File: src/rtl/dmux8way16_reg_pkg.sv
`default_nettype none
// ============================================================================
// Module   : dmux8way16_reg_pkg
// Purpose  : Shared definitions for the registered 8-way demultiplexer:
//            channel count, select width and the out_data slice-offset helper.
// Revision : 1.0 - initial release
// ============================================================================
package dmux8way16_reg_pkg;

    localparam int DMUX_WAYS  = 8;
    localparam int DMUX_SEL_W = 3;

    // Bit offset of channel k inside the packed out_data bus.
    function automatic int dmux_slice_lsb(input int k, input int width);
        return k * width;
    endfunction

endpackage : dmux8way16_reg_pkg
`default_nettype wire

File: src/rtl/dmux_slot.sv
`default_nettype none
// ============================================================================
// Module   : dmux_slot
// Purpose  : One output channel of the demultiplexer: a one-entry register
//            with a full flag and valid/ready handshake towards its consumer.
// Ports    : clk, reset (async, active-high)
//            i_load       - load i_data this cycle (already qualified by accept)
//            i_data       - word to load
//            i_out_ready  - consumer takes the held word this cycle
//            o_full       - channel holds a word (drives out_valid[k])
//            o_data       - held word (drives slice k of out_data)
//            o_can_accept - channel is empty or drains this cycle
// Revision : 1.0 - initial release
// ============================================================================
module dmux_slot #(
    parameter int WIDTH = 16
) (
    input  logic             clk,
    input  logic             reset,
    input  logic             i_load,
    input  logic [WIDTH-1:0] i_data,
    input  logic             i_out_ready,
    output logic             o_full,
    output logic [WIDTH-1:0] o_data,
    output logic             o_can_accept
);

    logic             r_full;
    logic [WIDTH-1:0] r_data;
    logic             w_drain;

    assign w_drain      = r_full & i_out_ready;
    // Accepting while draining keeps one-word-per-cycle throughput.
    assign o_can_accept = ~r_full | w_drain;

    always_ff @(posedge clk or posedge reset) begin
        if (reset) begin
            r_full <= 1'b0;
            r_data <= '0;
        end else if (i_load) begin
            // Load wins over drain: the flag stays set and the new word replaces the old.
            r_full <= 1'b1;
            r_data <= i_data;
        end else if (w_drain) begin
            // Data is left as-is; it is don't-care once the flag is clear.
            r_full <= 1'b0;
        end
    end

    assign o_full = r_full;
    assign o_data = r_data;

endmodule : dmux_slot
`default_nettype wire

File: src/rtl/dmux8way16_reg.sv
`default_nettype none
// ============================================================================
// Module   : dmux8way16_reg
// Purpose  : Registered 8-way WIDTH-bit demultiplexer with valid/ready flow
//            control. Each word goes to the channel chosen by in_sel and is
//            held there until that channel's consumer takes it.
// Ports    : clk, reset (async, active-high)
//            in_valid/in_ready/in_data/in_sel - producer stream
//            in_bcast  - broadcast to all channels (only with DMUX8WAY16_BCAST_EN)
//            out_valid/out_ready/out_data     - eight consumer channels,
//                        channel k on out_data[WIDTH*k +: WIDTH]
// Config   : `define DMUX8WAY16_BCAST_EN to add the in_bcast port.
// Revision : 1.0 - initial release
// ============================================================================
module dmux8way16_reg
    import dmux8way16_reg_pkg::*;
#(
    parameter int WIDTH = 16
) (
    input  logic                       clk,
    input  logic                       reset,
    input  logic                       in_valid,
    output logic                       in_ready,
    input  logic [WIDTH-1:0]           in_data,
    input  logic [DMUX_SEL_W-1:0]      in_sel,
`ifdef DMUX8WAY16_BCAST_EN
    input  logic                       in_bcast,
`endif
    output logic [DMUX_WAYS-1:0]       out_valid,
    input  logic [DMUX_WAYS-1:0]       out_ready,
    output logic [DMUX_WAYS*WIDTH-1:0] out_data
);

    logic [DMUX_WAYS-1:0] w_can_accept;
    logic [DMUX_WAYS-1:0] w_sel_dec;
    logic [DMUX_WAYS-1:0] w_load;
    logic                 w_accept;

    // One-hot decode of the destination channel.
    always_comb begin
        w_sel_dec         = '0;
        w_sel_dec[in_sel] = 1'b1;
    end

    // in_ready never looks at in_valid, so the producer may wait on it freely.
`ifdef DMUX8WAY16_BCAST_EN
    assign in_ready = in_bcast ? (&w_can_accept) : w_can_accept[in_sel];
    assign w_accept = in_valid & in_ready;
    assign w_load   = in_bcast ? {DMUX_WAYS{w_accept}}
                               : (w_sel_dec & {DMUX_WAYS{w_accept}});
`else
    assign in_ready = w_can_accept[in_sel];
    assign w_accept = in_valid & in_ready;
    assign w_load   = w_sel_dec & {DMUX_WAYS{w_accept}};
`endif

    for (genvar k = 0; k < DMUX_WAYS; k++) begin : g_slot
        dmux_slot #(
            .WIDTH (WIDTH)
        ) u_slot (
            .clk          (clk),
            .reset        (reset),
            .i_load       (w_load[k]),
            .i_data       (in_data),
            .i_out_ready  (out_ready[k]),
            .o_full       (out_valid[k]),
            .o_data       (out_data[dmux_slice_lsb(k, WIDTH) +: WIDTH]),
            .o_can_accept (w_can_accept[k])
        );
    end : g_slot

endmodule : dmux8way16_reg
`default_nettype wire
File: config.mk
export PLATFORM = sky130hd
export DESIGN_NAME = dmux8way16_reg
export DESIGN_NICKNAME = d
export VERILOG_FILES = /design/src/rtl/dmux8way16_reg_pkg.sv /design/src/rtl/dmux_slot.sv /design/src/rtl/dmux8way16_reg.sv
export SDC_FILE = /design/constraint.sdc
export NUM_CORES = 1
export LEC_CHECK = 0
export BUFFER_PORTS_ARGS = -buffer_cell sky130_fd_sc_hd__buf_4
export CORE_ASPECT_RATIO = 1.25
export CORE_MARGIN = 1
export CORE_UTILIZATION = 55
export DETAILED_ROUTE_END_ITERATION = 8
export PLACE_DENSITY = 0.95
export SLEW_MARGIN = 15
export SYNTH_ARGS = -nofsm -noshare
export SYNTH_HDL_FRONTEND = slang
export SYNTH_SLANG_ARGS = --single-unit
export TNS_END_PERCENT = 10
File: constraint.sdc
create_clock -name clk -period 8.13 [get_ports clk]
set_input_delay 0.813 -clock clk [delete_from_list [all_inputs] [get_ports clk]]
set_output_delay 0.813 -clock clk [all_outputs]
set_load 0.03 [all_outputs]
==> run summary, run 1 <==
CP startpoint kind: input port
Max clock buf depth: 2
top_reg_cell synth: dfrtp_1
Setup CP Type: input port to output port
GPL Wtd Cong: 0.784
Required @ worst endpoint: 7.32 ns
routed wl met3: 977 um
Worst Setup End Kind: output port
CTS tree: yes
CTS H-Tree Depth: 4
EDFF count, synth: 0
CP arrival: 2.09 ns
antenna cells: 0
Routed met1 length: 5130 um
ys async rst share: 100%
hold slack final: 0.505 ns
IO buf count: 166
first-pass GRT wire length: 20500 um
Distinct cells, synth: 24
RSZ-0062 raised after global routing: no
Seq cells post-synth: 136
slowest library cell on the worst path: mux4_2
global route overflow: 0
Ys Warns: 0
synth top area cells: dfrtp_1, mux2_2, buf_4
Synth Instances: 319
Setup Skew: 0.00924 ns
met2 WL: 6460 um
largest net degree at the start of global routing: 73
WL/cell: 20.5 um
total CTS buffers: 17
cell mode on critical path: buf_4
max cap viols: 0
DRC viols: 0
Slew headroom: 33.8%
Core Footprint: 9270 um2
period utilization: 35.7%
Post-DP HPWL: 8340 um
syn nets: 349
Die Wd: 89.9 um
Worst-path clk slew: 0.06 ns
initial DRC count: 151
crit path time final: 2.91 ns
Synth top area share: 64.0%
vias per std cell: 5.37
hold buffer count at cts: 0
outcome: finished, final reports clean
Antenna Nets Post-Route: 0
worst stage delay on the critical path: 0.49 ns
FP Rows: 39
worst hold path type: flip-flop to flip-flop
sequential share of the synthesized area: 64.0%
Sinks on Clock Net: 136
Fmax: 344 MHz
layout cells sized above 1: 68.6%
VDD IR-drop max: 0.000226 V
Synth-to-Final Area Change: 35.8%
PwrDens: 341 nW/um2
post-synth top area cell: dfrtp_1
total negative slack: 0 ns
critical-path maximum fanout: 3
Mapped Avg Cell Area: 16.7 um2
die height: 112 um
antenna violations before repair: 0
Vias: 3348
root buffer selected by CTS: clkbuf_16
vias in the first global route: 3824
Final nets: 518
Pwr Total: 2460 uW
Pins Over Slew Limit: 0
I/O pins: 167
Setup Fix Bufs, Post-CTS: 0
final hold vios: 0
clk_lat worst skew: 0.41 ns
router iterations before antenna repair: 4
Slew @ Worst Pin: 0.989 ns
synthesized area: 5320 um2
max layer used: met4
leak pwr: 0.00344 uW
Initial Util: 57.4%
Final Setup Violations: 0
overall die area: 10100 um2
crit path cell chain: buf_4 -> nor2b_1 -> mux2i_1 -> mux4_2 -> buf_4
cts repair resizes: 0
total wire length: 12800 um
total track usage: 27.2%
==> critical path, delay by kind of cell <==
family	cells	cell delay, ns
buf+inv	2	0.29
mux	2	0.64
simple gates	1	0.33
==> flip-flops by register name, indices dropped and copies added, names as in the netlist <==
register,flops
g_slot.u_slot.o_data,128
g_slot.u_slot.o_full,8
==> cells in the mapped netlist, types with 2 or more instances <==
library cell	instances
buf_6	4
nand2_1	5
or2_2	4
nor2b_1	4
dfrtp_1	136
nand2b_1	4
nor4b_4	2
nand4b_2	2
a21oi_1	2
buf_2	6
buf_4	9
nor3b_1	2
mux2_2	128
==> cells in the final DEF (no fill, tap or decap), types with 4 or more instances in the layout <==
master / synthesis / routed
or2_2: 4 / 4
nor2b_1: 4 / 4
dfrtp_1: 136 / 136
clkbuf_16: 0 / 17
nand2_1: 5 / 5
buf_4: 9 / 169
mux2_2: 128 / 128
bufinv_16: 0 / 4
nand2b_1: 4 / 4
==> metal layers <==
metal / up-vias / track usage, %
li1: 1464 / -
met5: - / 0
met3: 16 / 9.97
met2: 151 / 45.5
met1: 1717 / 32.2
met4: 0 / 10.3
==> final cells by class <==
class	instances	area [um2]
Clock buffer	19	443
Clock inverter	12	176
Fill cell	527	2050
Inverter	1	6.26
Multi-Input combinational cell	163	1770
Sequential cell	136	3400
Tap cell	123	154
Timing Repair Buffer	169	1270
==> path summary, 6_finish.rpt <==
path | start | end | slack (ns) | depth (start not counted)
max | out_ready[3] | in_ready | 5.22 | 5
min | g_slot[2].u_slot.o_data[1] | g_slot[2].u_slot.o_data[1] | 0.51 | 1
max reg2reg | g_slot[5].u_slot.o_full | g_slot[5].u_slot.o_data[0] | 5.98 | 4
min reg2reg | g_slot[2].u_slot.o_data[1] | g_slot[2].u_slot.o_data[1] | 0.51 | 1
max in group asynchronous | reset | g_slot[4].u_slot.o_data[13] | 6.23 | 3
min in group asynchronous | reset | g_slot[3].u_slot.o_data[0] | 0.54 | 2
==> power breakdown <==
part	internal (uW)	total, uW	switching (uW)
combinational	304	748	445
sequential	824	912	88.0
clock	519	798	279
total	1650	2460	812
==> cells by family (layout without fill, tap and decap cells) <==
family | count (synthesis) | after routing | synth area share (%)
flip-flops | 136 | 136 | 64.0
multiplexers | 131 | 131 | 27.9
AND/OR/NAND/NOR | 30 | 30 | 5.13
buffers and inverters | 20 | 201 | 2.75
AO/OA/AOI/OAI | 2 | 2 | 0.188
==> per-stage QoR <==
| step | instance area, um2 | util, % | worst slack [ns] | std cells |
|---|---|---|---|---|
| 3_5_place_dp | 6600 | 71.2 | 5.23 | 592 |
| 2_1_floorplan | 5320 | - | 3.68 | 319 |
| 5_1_grt | 7220 | 77.9 | 5.16 | 623 |
| 3_3_place_gp | 6600 | 71.2 | 5.24 | 592 |
| 4_1_cts | 7220 | 77.9 | 5.22 | 623 |
| 6_report | 7220 | 77.9 | 5.22 | 623 |
No activity file was read; power rests on OpenSTA's default activity.
==> inputs of run 2 (changes only) <==
--- a/config.mk
+++ b/config.mk
@@ -8,9 +8,9 @@
 export BUFFER_PORTS_ARGS = -buffer_cell sky130_fd_sc_hd__buf_4
 export CORE_ASPECT_RATIO = 1.25
 export CORE_MARGIN = 1
-export CORE_UTILIZATION = 55
+export CORE_UTILIZATION = 46
 export DETAILED_ROUTE_END_ITERATION = 8
-export PLACE_DENSITY = 0.95
+export PLACE_DENSITY = 0.86
 export SLEW_MARGIN = 15
 export SYNTH_ARGS = -nofsm -noshare
 export SYNTH_HDL_FRONTEND = slang
==> constraint.sdc (replaced) <==
create_clock -name clk -period 2.6 [get_ports clk]
set_input_delay 0.26 -clock clk [delete_from_list [all_inputs] [get_ports clk]]
set_output_delay 0.26 -clock clk [all_outputs]
set_load 0.03 [all_outputs]
==> run 2 against run 1 <==
Compared with the run above: largest cell class unchanged; first-iteration DRC count is 11% lower; wire length decreased by 1.5%; critical path depth fell by 1; sequential cell count is the same; register-to-register slack got worse by 5.1 ns; sequential power grew to 3.1 times the previous value; die area grew 19%; critical path type is now flip-flop to output port; highest routed layer unchanged; the run now ends with DRC left; sequential share of layout area fell by 0.53 points; non-clock buffer count up 6.
==> run summary, run 2 (synthesized netlist as in run 1, its figures left out) <==
outcome: finished, violations left (was finished, final reports clean)
global route overflow: 0 (unchanged)
Final nets: 524 (was 518)
Post-DP HPWL: 8660 um (was 8340 um)
total wire length: 12600 um (was 12800 um)
clk_lat worst skew: 0.41 ns (about the same)
Fmax: 457 MHz
VDD IR-drop max: 0.000579 V (was 0.000226 V)
Setup Skew: 0.00648 ns (was 0.00924 ns)
vias per std cell: 5.17 (was 5.37)
commonest cells after routing, fill and taps aside: buf_4, dfrtp_1, mux2_2 (unchanged)
router iterations before antenna repair: 6 (was 4)
CTS H-Tree Depth: 4 (unchanged)
IO buf count: 166 (unchanged)
Die Wd: 98.2 um (was 89.9 um)
Antenna Nets Post-Route: 0 (unchanged)
Synth-to-Final Area Change: 37.3% (was 35.8%)
CP startpoint kind: flip-flop (was input port)
cts repair resizes: 0 (unchanged)
total track usage: 21.9% (was 27.2%)
Initial Util: 47.5% (was 57.4%)
WL/cell: 19.6 um (was 20.5 um)
period utilization: 84.2%
antenna violations before repair: 0 (unchanged)
net switching power: 2590 uW (was 812 uW)
register share of total power: 37.4% (was 37.1%)
Post-Layout Cell Count: 642 (was 623)
GPL Wtd Cong: 0.775 (was 0.784)
Required @ worst endpoint: 2.34 ns (was 7.32 ns)
crit path time final: 2.19 ns
Slew @ Worst Pin: 0.706 ns (was 0.989 ns)
max cap viols: 0 (unchanged)
critical-path maximum fanout: 3 (unchanged)
Pins Over Slew Limit: 0 (unchanged)
total CTS buffers: 17 (unchanged)
PwrDens: 1040 nW/um2 (was 341 nW/um2)
reg-to-reg critical path startpoint: g_slot[7].u_slot.o_full (was g_slot[5].u_slot.o_full)
root buffer selected by CTS: clkbuf_16 (unchanged)
Sinks on Clock Net: 136 (unchanged)
hold buffer count at cts: 0 (unchanged)
Core Footprint: 11200 um2 (was 9270 um2)
Switching Fraction: 34.2% (was 33.0%)
die height: 122 um (was 112 um)
CP arrival: 1.93 ns (was 2.09 ns)
Final Setup Violations: 0 (unchanged)
leak pwr: 0.00346 uW (was 0.00344 uW)
placed cell count: 610 (was 592)
CTS tree: yes (unchanged)
worst hold path type: input port to asynchronous set/reset pin (was flip-flop to flip-flop)
fillcell total: 803 (was 527)
Slew headroom: 52.9% (was 33.8%)
Clock Power Share: 31.8% (was 32.5%)
post-layout util: 65.2% (was 77.9%)
DRC viols: 17 (was 0)
first-pass GRT wire length: 19600 um (was 20500 um)
failing checks: DRC
layout cells sized above 1: 69.2% (was 68.6%)
Logic pwr share: 30.8% (was 30.4%)
I/O pins: 167 (unchanged)
Max clock buf depth: 2 (unchanged)
Setup Fix Bufs, Post-CTS: 0 (unchanged)
final hold vios: 0 (unchanged)
max reg flops: 128 (unchanged)
total negative slack: 0 ns (unchanged)
FP Rows: 43 (was 39)
Int Pwr: 4990 uW (was 1650 uW)
Setup crit start: g_slot[7].u_slot.o_full (was out_ready[3])
most common cell after layout, fill and taps aside: buf_4 (unchanged)
overall die area: 12000 um2 (was 10100 um2)
Worst Setup End Kind: output port (unchanged)
Vias: 3319 (was 3348)
Setup CP Type: flip-flop to output port (was input port to output port)
antenna cells: 0 (unchanged)
initial DRC count: 135 (was 151)
RSZ-0062 raised after global routing: no (unchanged)
Worst-path clk slew: 0.06 ns (about the same)
vias in the first global route: 3566 (was 3824)
largest net degree at the start of global routing: 137 (was 73)
==> run 2: critical path, stage by stage (launching register included) <==
cell	delay, ns
dfrtp_1	0.36
nor2b_1	0.37
mux2i_1	0.14
mux4_2	0.48
buf_4	0.18
==> run 2: path summary, 6_finish.rpt <==
check / to / slack, ns / depth (start not counted)
setup / recovery: in_ready / 0.41 / 4
hold / removal: g_slot[7].u_slot.o_full / 0.08 / 3
setup reg to reg: g_slot[7].u_slot.o_data[7] / 0.86 / 4
hold reg to reg: g_slot[5].u_slot.o_data[10] / 0.50 / 1
max in group asynchronous: g_slot[4].u_slot.o_data[8] / 2.02 / 3
min in group clk: g_slot[5].u_slot.o_data[1] / 0.15 / 2
==> run 2: power groups by stage <==
stage | registers [uW] | logic [uW] | clock network, uW
final | 2830 | 2340 | 2410
after global routing | 2890 | 2430 | 2550
after CTS | 2840 | 2350 | 2460
after detailed placement | 2870 | 2350 | 0
after global placement | 2840 | 2310 | 0
after floorplan | 3730 | 507 | 0
==> run 2: per-layer routing <==
metal | share of wire [%] | GRT usage [%] | vias up | wire length (um)
li1 | - | - | 1474 | -
met1 | 40 | 26.7 | 1704 | 5090
met2 | 51 | 36.9 | 127 | 6440
met3 | 6.9 | 6.32 | 14 | 873
met4 | 1.6 | 8.96 | 0 | 206
met5 | 0 | 0 | - | 0
==> run 2: layout make-up <==
type,instances,area [um2],share of cell area [%]
Inverter,1,7.51,0.103
Timing Repair Buffer,175,1350,18.5
Clock inverter,14,163,2.23
Sequential cell,136,3400,46.6
Multi-Input combinational cell,163,1770,24.2
Clock buffer,18,439,6.02
Tap cell,135,169,2.31
==> run 2: through the flow <==
stage	area [um2]	total power, uW	setup slack, ns	hold slack (ns)
after global routing	7300	7870	0.284	0.137
after floorplan	5320	4240	0.647	0.395
after CTS	7300	7650	0.373	0.104
after global placement	6700	5150	0.827	0.476
final	7300	7590	0.411	0.0846
after detailed placement	6700	5220	0.768	0.484
==> inputs of run 3 (changes only) <==
--- a/config.mk
+++ b/config.mk
@@ -8,9 +8,9 @@
 export BUFFER_PORTS_ARGS = -buffer_cell sky130_fd_sc_hd__buf_4
 export CORE_ASPECT_RATIO = 1.25
 export CORE_MARGIN = 1
-export CORE_UTILIZATION = 46
+export CORE_UTILIZATION = 51
 export DETAILED_ROUTE_END_ITERATION = 8
-export PLACE_DENSITY = 0.86
+export PLACE_DENSITY = 0.9
 export SLEW_MARGIN = 15
 export SYNTH_ARGS = -nofsm -noshare
 export SYNTH_HDL_FRONTEND = slang
==> constraint.sdc (replaced) <==
create_clock -name clk -period 2.1 [get_ports clk]
set_input_delay 0.21 -clock clk [delete_from_list [all_inputs] [get_ports clk]]
set_output_delay 0.21 -clock clk [all_outputs]
set_load 0.03 [all_outputs]
==> run 3 against run 2 <==
Compared with the run above: the run ends with hold timing left; sequential cell count did not move; global-route usage increased by 2.8 points; largest cell class unchanged; critical path depth stayed put; worst setup slack got worse by 0.32 ns; power grew 25%.
==> run summary, run 3 (synthesized netlist as in run 1, its figures left out) <==
layout cells sized above 1: 69.3% (was 69.2%)
hold slack final: -0.0124 ns (was 0.0846 ns)
Final nets: 524 (unchanged)
DRC viols: 0 (was 17)
Max clock buf depth: 2 (unchanged)
Post-DP HPWL: 8530 um (was 8660 um)
IO buf count: 166 (unchanged)
outcome: finished, violations left (unchanged)
root buffer selected by CTS: clkbuf_16 (unchanged)
CTS H-Tree Depth: 4 (unchanged)
antenna cells: 0 (unchanged)
worst hold path type: input port to asynchronous set/reset pin (unchanged)
global route overflow: 0 (unchanged)
first-pass GRT wire length: 19500 um (was 19600 um)
max reg flops: 128 (unchanged)
I/O pins: 167 (unchanged)
Setup Skew: 0.00872 ns (was 0.00648 ns)
Worst Setup End Kind: output port (unchanged)
Slew @ Worst Pin: 0.717 ns (was 0.706 ns)
vias per std cell: 5.30 (was 5.17)
RSZ-0062 raised after global routing: no (unchanged)
Pwr Total: 9490 uW (was 7590 uW)
PwrDens: 1300 nW/um2 (was 1040 nW/um2)
period utilization: 95.9%
Pins Over Slew Limit: 0 (unchanged)
Setup Fix Bufs, Post-CTS: 0 (unchanged)
Required @ worst endpoint: 1.89 ns (was 2.34 ns)
Core Footprint: 10100 um2 (was 11200 um2)
commonest cells after routing, fill and taps aside: buf_4, dfrtp_1, mux2_2 (unchanged)
crit path time final: 2.01 ns
final instance area: 7300 um2 (about the same)
total CTS buffers: 17 (unchanged)
total track usage: 24.7% (was 21.9%)
total wire length: 12600 um (about the same)
antenna violations before repair: 0 (unchanged)
Worst-path clk slew: 0.05 ns (was 0.06 ns)
leak pwr: 0.00347 uW (was 0.00346 uW)
critical-path maximum fanout: 3 (unchanged)
Fmax: 497 MHz
die height: 116 um (was 122 um)
max cap viols: 0 (unchanged)
failing checks: hold timing (was DRC)
Vias: 3361 (was 3319)
Initial Util: 52.6% (was 47.5%)
GPL Wtd Cong: 0.759 (was 0.775)
clk_lat worst skew: 0.41 ns (about the same)
FP Rows: 41 (was 43)
VDD IR-drop max: 0.000911 V (was 0.000579 V)
largest net degree at the start of global routing: 137 (unchanged)
vias in the first global route: 3546 (was 3566)
total negative slack: 0 ns (unchanged)
Synth-to-Final Area Change: 37.3% (about the same)
router iterations before antenna repair: 4 (was 6)
Die Wd: 93.3 um (was 98.2 um)
Setup CP Type: flip-flop to output port (unchanged)
Placed Area: 6680 um2 (was 6700 um2)
initial DRC count: 113 (was 135)
CP arrival: 1.80 ns (was 1.93 ns)
Antenna Nets Post-Route: 0 (unchanged)
CP startpoint kind: flip-flop (unchanged)
CTS tree: yes (unchanged)
Slew headroom: 52.2% (was 52.9%)
overall die area: 10800 um2 (was 12000 um2)
Final Setup Violations: 0 (unchanged)
most common cell after layout, fill and taps aside: buf_4 (unchanged)
Sinks on Clock Net: 136 (unchanged)
WL/cell: 19.9 um (was 19.6 um)
final hold vios: 5 (was 0)
run 3: cell types whose count changed in the layout (fill, tap and decap cells not counted), moves of 3 or more:
cell      before  now
inv_6          4    0
nor2b_1        4    0
nor2b_2        0    4
clkbuf_1       0    3
run 3: power breakdown:
| part | switching, uW | internal (uW) |
|---|---|---|
| logic | 1710 | 1180 |
| clock network | 1030 | 2030 |
| registers | 337 | 3190 |
| total | 3080 | 6410 |
run 3: what timing repair did:
item | 4_1_cts | 5_1_grt
gates resized for setup | 2 | 2
hold endpoints to repair | 0 | 0
gates cloned | 0 | 0
hold buffers | 0 | 0
setup endpoints to repair | 1 | 1
run 3: critical path, stage by stage, from the launching register on:
cell and delay [ns]:
dfrtp_1 0.35, nor2b_2 0.29, mux2i_1 0.12, mux4_2 0.47
buf_4 0.18
run 3: final timing paths:
kind	startpoint	to	slack, ns	cells after the start
hold / removal	reset	g_slot[0].u_slot.o_data[15]	-0.01	3
min in group clk	in_data[15]	g_slot[6].u_slot.o_data[15]	0.10	2
hold reg to reg	g_slot[6].u_slot.o_data[15]	g_slot[6].u_slot.o_data[15]	0.49	1
max in group asynchronous	reset	g_slot[6].u_slot.o_data[5]	1.57	3
setup reg to reg	g_slot[4].u_slot.o_full	g_slot[4].u_slot.o_data[12]	0.37	3
setup / recovery	g_slot[3].u_slot.o_full	in_ready	0.09	4
run 3: metrics by stage:
| step | util, % | hold slack (ns) | setup WS [ns] | cells |
|---|---|---|---|---|
| finish | 72.2 | -0.0124 | 0.0869 | 634 |
| global route | 72.2 | 0.0858 | 0.0247 | 634 |
| CTS | 72.2 | 0.0561 | 0.00546 | 634 |
| detailed placement | 66.1 | 0.481 | 0.298 | 604 |
| global placement | 66.1 | 0.476 | 0.397 | 604 |
| floorplan | - | 0.345 | 0.197 | 319 |
run 3: cell type report:
cell class	instances	area, um2
clock buffer	22	464
clock inverter	8	146
fill	614	2810
inverter	1	7.51
multi-input combinational	163	1780
sequential	136	3400
tap	129	161
timing repair buffer	175	1340
run 3: routing by layer:
| metal | up-vias | part of all wire, % | track usage [%] |
|---|---|---|---|
| met5 | - | 0 | 0 |
| met2 | 133 | 52 | 43.2 |
| li1 | 1475 | - | - |
| met1 | 1739 | 40 | 29.0 |
| met4 | 0 | 1.3 | 8.62 |
| met3 | 14 | 6.2 | 7.23 |
